[src/rtl/pid_input_scheduler.sv]
// pid_input_scheduler: round-robin issue of per-channel samples
// into a shared PID datapath with a per-channel cooldown.
module pid_input_scheduler #(
  parameter int N_CHAN  = 8,
  parameter int W_CHAN  = 5,
  parameter int W_DIN   = 18,
  parameter int MIN_GAP = 6
) (
  input  logic                    clk_in,
  input  logic                    rst_n_in,
  input  logic                    en_in,
  input  logic [N_CHAN-1:0]       chan_en_in,
  input  logic [N_CHAN-1:0]       samp_dv_in,
  input  logic [N_CHAN*W_DIN-1:0] samp_data_in,
  input  logic                    ovr_clr_in,
  output logic                    dv_out,
  output logic [W_CHAN-1:0]       chan_out,
  output logic [W_DIN-1:0]        data_out,
  output logic [N_CHAN-1:0]       ovr_out,
  output logic                    busy_out
);

  localparam int W_COOL =
    (MIN_GAP > 1) ? $clog2(MIN_GAP) : 1;
  localparam logic [W_COOL-1:0] COOL_LD =
    W_COOL'(MIN_GAP - 1);
  localparam logic [W_CHAN-1:0] LAST =
    W_CHAN'(N_CHAN - 1);

  logic [W_DIN-1:0]  hold [N_CHAN];
  logic [W_COOL-1:0] cool [N_CHAN];
  logic [N_CHAN-1:0] pend;
  logic [N_CHAN-1:0] elig;
  logic [N_CHAN-1:0] gnt_oh;
  logic [W_CHAN-1:0] ptr;
  logic [W_CHAN-1:0] ptr_nxt;
  logic [W_CHAN-1:0] gnt_idx;
  logic [W_CHAN-1:0] hi_idx;
  logic [W_CHAN-1:0] lo_idx;
  logic              hi_v;
  logic              lo_v;
  logic              gnt_v;
  logic [W_DIN-1:0]  gnt_data;

  assign busy_out = |pend;

  always_comb begin
    for (int k = 0; k < N_CHAN; k++) begin
      elig[k] = en_in & chan_en_in[k] & pend[k]
              & (cool[k] == '0);
    end
  end

  // Descending scan: last hit is the lowest index,
  // both overall and among indices at/after ptr.
  always_comb begin
    hi_v   = 1'b0;
    hi_idx = '0;
    lo_v   = 1'b0;
    lo_idx = '0;
    for (int i = N_CHAN - 1; i >= 0; i--) begin
      if (elig[i]) begin
        lo_v   = 1'b1;
        lo_idx = W_CHAN'(i);
        if (W_CHAN'(i) >= ptr) begin
          hi_v   = 1'b1;
          hi_idx = W_CHAN'(i);
        end
      end
    end
    gnt_v   = lo_v;
    gnt_idx = hi_v ? hi_idx : lo_idx;
    ptr_nxt = (gnt_idx == LAST) ? '0
            : gnt_idx + W_CHAN'(1);
  end

  always_comb begin
    gnt_data = '0;
    for (int i = 0; i < N_CHAN; i++) begin
      gnt_oh[i] = gnt_v & (gnt_idx == W_CHAN'(i));
      if (gnt_oh[i]) gnt_data = hold[i];
    end
  end

  always_ff @(posedge clk_in) begin
    if (!rst_n_in) begin
      dv_out   <= 1'b0;
      chan_out <= '0;
      data_out <= '0;
      ptr      <= '0;
      pend     <= '0;
      ovr_out  <= '0;
      for (int k = 0; k < N_CHAN; k++) begin
        hold[k] <= '0;
        cool[k] <= '0;
      end
    end else begin
      dv_out <= gnt_v;
      if (gnt_v) begin
        chan_out <= gnt_idx;
        data_out <= gnt_data;
        ptr      <= ptr_nxt;
      end
      for (int k = 0; k < N_CHAN; k++) begin
        if (gnt_oh[k])
          cool[k] <= COOL_LD;
        else if (cool[k] != '0)
          cool[k] <= cool[k] - W_COOL'(1);

        // A grant in the arrival cycle absorbs the old
        // sample, so only an ungranted hit overruns.
        if (chan_en_in[k] & samp_dv_in[k]
            & pend[k] & ~gnt_oh[k])
          ovr_out[k] <= 1'b1;
        else if (ovr_clr_in)
          ovr_out[k] <= 1'b0;

        if (!chan_en_in[k]) begin
          pend[k] <= 1'b0;
        end else if (samp_dv_in[k]) begin
          pend[k] <= 1'b1;
          hold[k] <= samp_data_in[k*W_DIN +: W_DIN];
        end else if (gnt_oh[k]) begin
          pend[k] <= 1'b0;
        end
      end
    end
  end

endmodule

[config.mk]
export PLATFORM = sky130hd
export DESIGN_NAME = pid_input_scheduler
export DESIGN_NICKNAME = d
export VERILOG_FILES = /design/src/rtl/pid_input_scheduler.sv
export SDC_FILE = /design/constraint.sdc
export NUM_CORES = 1
export LEC_CHECK = 0
export ABC_AREA = 1
export CAP_MARGIN = 5
export CORE_ASPECT_RATIO = 1.4
export CORE_UTILIZATION = 45
export CTS_CLUSTER_SIZE = 16
export DETAILED_ROUTE_END_ITERATION = 10
export PLACE_DENSITY = 0.76
export SLEW_MARGIN = 20
export SYNTH_ARGS = -nofsm -noshare
export SYNTH_HDL_FRONTEND = slang
export SYNTH_SLANG_ARGS = --single-unit
[constraint.sdc]
create_clock -name clk_in -period 4.5 [get_ports clk_in]
set_input_delay 0.9 -clock clk_in [delete_from_list [all_inputs] [get_ports clk_in]]
set_output_delay 0.9 -clock clk_in [all_outputs]
set_load 0.02 [all_outputs]
==> results.yml, run 1 <==
grt:
  antenna_found_initial: 0
  overflow: 0
  grt_pass1_wl_um: 44200
  grt_pass1_vias: 8790
  grt_max_degree: 58
  track_usage_pct: 23.0
route:
  vias: 8994
  drc: 0
  ant_nets: 0
  drtIter0Drc: 827
  post_drt_wl_per_cell_um: 15.2
  drt_wl_total_um: 28200
  first_pass_iters: 5
  via_per_inst: 4.86
final_layout:
  drive_above_1_share_pct: 4.68
  final_cell_mix: "331 x nand2_1, 303 x inv_1, 193 x clkdlybuf4s50_1, 168 x edfxtp_1, 131 x nor2_1"
  antenna_cells: 0
  final_common_cell: "nand2_1"
  fin_nets: 1712
  final_cells: 1850
  syn2layout_area_growth_pct: 26.2
floorplanning:
  fp.dieW_um: 134
  initial_core_util_pct: 45.6
  num_io_pins: 197
  fp.dieArea_mm2: 0.0249
  die-height_um: 186
  coreArea_mm2: 0.0239
  rows: 67
timing:
  worst_pin_slew_ns: 0.851
  setup_viol: 0
  finalHoldViolations: 0
  rsz0062_at_grt: "false"
  fin_skew_ns: 0.0123
  finalCritPeriodShare_pct: 87.1
  maxSlewViolCount: 0
  max_freq_mhz: 255
  min_period_ns: 3.92
  maxSlewHeadroom_pct: 43.1
  fin_tns_setup_ns: 0
synthesis:
  ys_seq_elements: 210
  ys.warnings.count: 0
  yosysTopAreaCell: "edfxtp_1"
  synth.distinct_cells: 36
  avgSynthCellArea_um2: 8.10
  synth_area_mm2: 0.0109
  syn-instance-count: 1346
  synth.top_cell.area_share_pct: 46.3
  yosysSeqAreaShare_pct: 54.0
  yosys-top-cells-area: "edfxtp_1 46%, nand2_1 11%, inv_1 10%, dfxtp_1 7.7%, nor2_1 4.5%"
worst_setup_path:
  reg2reg_from: "cool[0][9]"
  cp_slowest_cell: "clkdlybuf4s50_1"
  cp-start-kind: "input pin"
  critPathMostFrequentCell: "nand2_1"
  critPathMaxStageDelay_ns: 0.40
  cp_max_fo: 31
  crit_type: "input pin to register"
  required_ns: 4.88
  worstSetupStartpoint: "en_in"
  worstPathArrival_ns: 4.29
  endpoint_kind: "register"
pwr:
  cellPowerDensity_mw_per_mm2: 391
  p_leak_uw: 0.00663
  combPwrFrac_pct: 22.4
  p_seq_share_pct: 46.3
  sw_frac_of_total_pct: 29.0
  ir_drop_v: 0.000238
  p_int_uw: 3820
  p_sw_uw: 1560
  pwr-share-clk_pct: 31.3
clock_tree:
  cts.path.max_buffers: 3
  cts_buffers: 21
  ctsResizeCount: 0
  hold_buffers: 0
  clkTransAtPathRegs_ns: 0.06
  cts_max_level: 1
  clk_latency_ns: 0.49
  clkSinkCount: 210
  cts_root_buf: "clkbuf_16"
  cts_setup_buffers: 0
  tritoncts: "built"
hold_path:
  hp-class: "register to register"
  min_from: "ovr_out[7]"
run_status:
  status: "finished, final reports clean"
placed_design:
  io_buffers: 194
  gp_congestion: 0.870
  hpwlAfterDp_um: 21900
  place_inst: 1813
flow_run:
  cap_violations: 0
## cell families (layout without fill, tap and decap cells)
logic type,after synthesis,count (layout),share of synthesized area (%)
simple gates,600,600,23.1
buf+inv,366,559,13.3
flops,210,210,54.0
compound gates,139,139,6.47
fa+ha+maj,22,22,2.52
xor+xnor,8,8,0.643
other cells,1,2,0.0344
## routing by layer
layer  wire, um  GRT usage (%)
met5          0              0
met4       1220           10.6
met3       1470           2.38
met2      14800           42.7
met1      10700           26.5
## registers in the layout (all words and copies together) (netlist names)
register	flops
dv_out	1
chan_out	3
pend	8
ptr	4
cool	24
ovr_out	8
data_out	18
hold	144
## worst paths after layout
| path | to | slack (ns) | depth (start not counted) |
|---|---|---|---|
| hold / removal | ovr_out[7] | 0.47 | 2 |
| setup reg to reg | data_out[9] | 0.92 | 28 |
| hold reg to reg | ovr_out[7] | 0.47 | 2 |
| setup / recovery | data_out[9] | 0.58 | 28 |
## synthesized netlist by cell type, drive strengths merged
library cell / count
dfxtp: 42
conb: 1
clkbuf: 30
edfxtp: 168
xor2: 5
buf: 26
nor2: 141
nand2: 337
nor3: 8
o211ai: 2
o21ai: 71
o22ai: 2
ha: 22
nor4: 3
or2: 7
nand4: 10
a211oi: 1
inv: 308
nand3: 94
clkinv: 2
a21oi: 63
xnor2: 3
## area by class of cell
class	count	area, um^2
clock inverters	15	129
flip-flops and latches	210	5890
fillers	2147	10100
repair buffers	212	2080
well taps	310	388
multi-input cells	771	3580
clock buffers	22	529
inverters	310	1170
## stage by stage
| stage | instance area (um^2) | worst slack, ns | util, % | total power (uW) | hold slack (ns) |
|---|---|---|---|---|---|
| after floorplan | 10900 | 0.941 | - | 3270 | 0.458 |
| after CTS | 13800 | 0.599 | 57.6 | 5390 | 0.469 |
| after detailed placement | 13100 | 0.0977 | 54.8 | 3730 | 0.459 |
| final | 13800 | 0.582 | 57.6 | 5380 | 0.469 |
| after global routing | 13800 | 0.177 | 57.6 | 5650 | 0.491 |
| after global placement | 13100 | 0.200 | 54.8 | 3680 | 0.454 |
## power by group through the flow
stage	clock, uW	sequential (uW)	combinational, uW
6_report	1690	2490	1200
5_1_grt	1780	2510	1360
4_1_cts	1700	2490	1200
3_5_place_dp	0	2530	1190
3_3_place_gp	0	2520	1160
2_1_floorplan	0	2520	749
## critical path: cells and delay by family
| kind | cells | cell delay, ns |
|---|---|---|
| AOI/OAI and AO/OA | 2 | 0.38 |
| adders and majority gates | 1 | 0.15 |
| buffers and inverters | 7 | 1.12 |
| and+or+nand+nor | 18 | 1.76 |
Note: power is estimated with default switching activity, not from simulation.
==> run 2, diff against run 1 <==
Settings changed: SLEW_MARGIN 20 to unset.
==> results of run 2 <==
The final DEF is identical to that of run 1; final timing and power are the same.
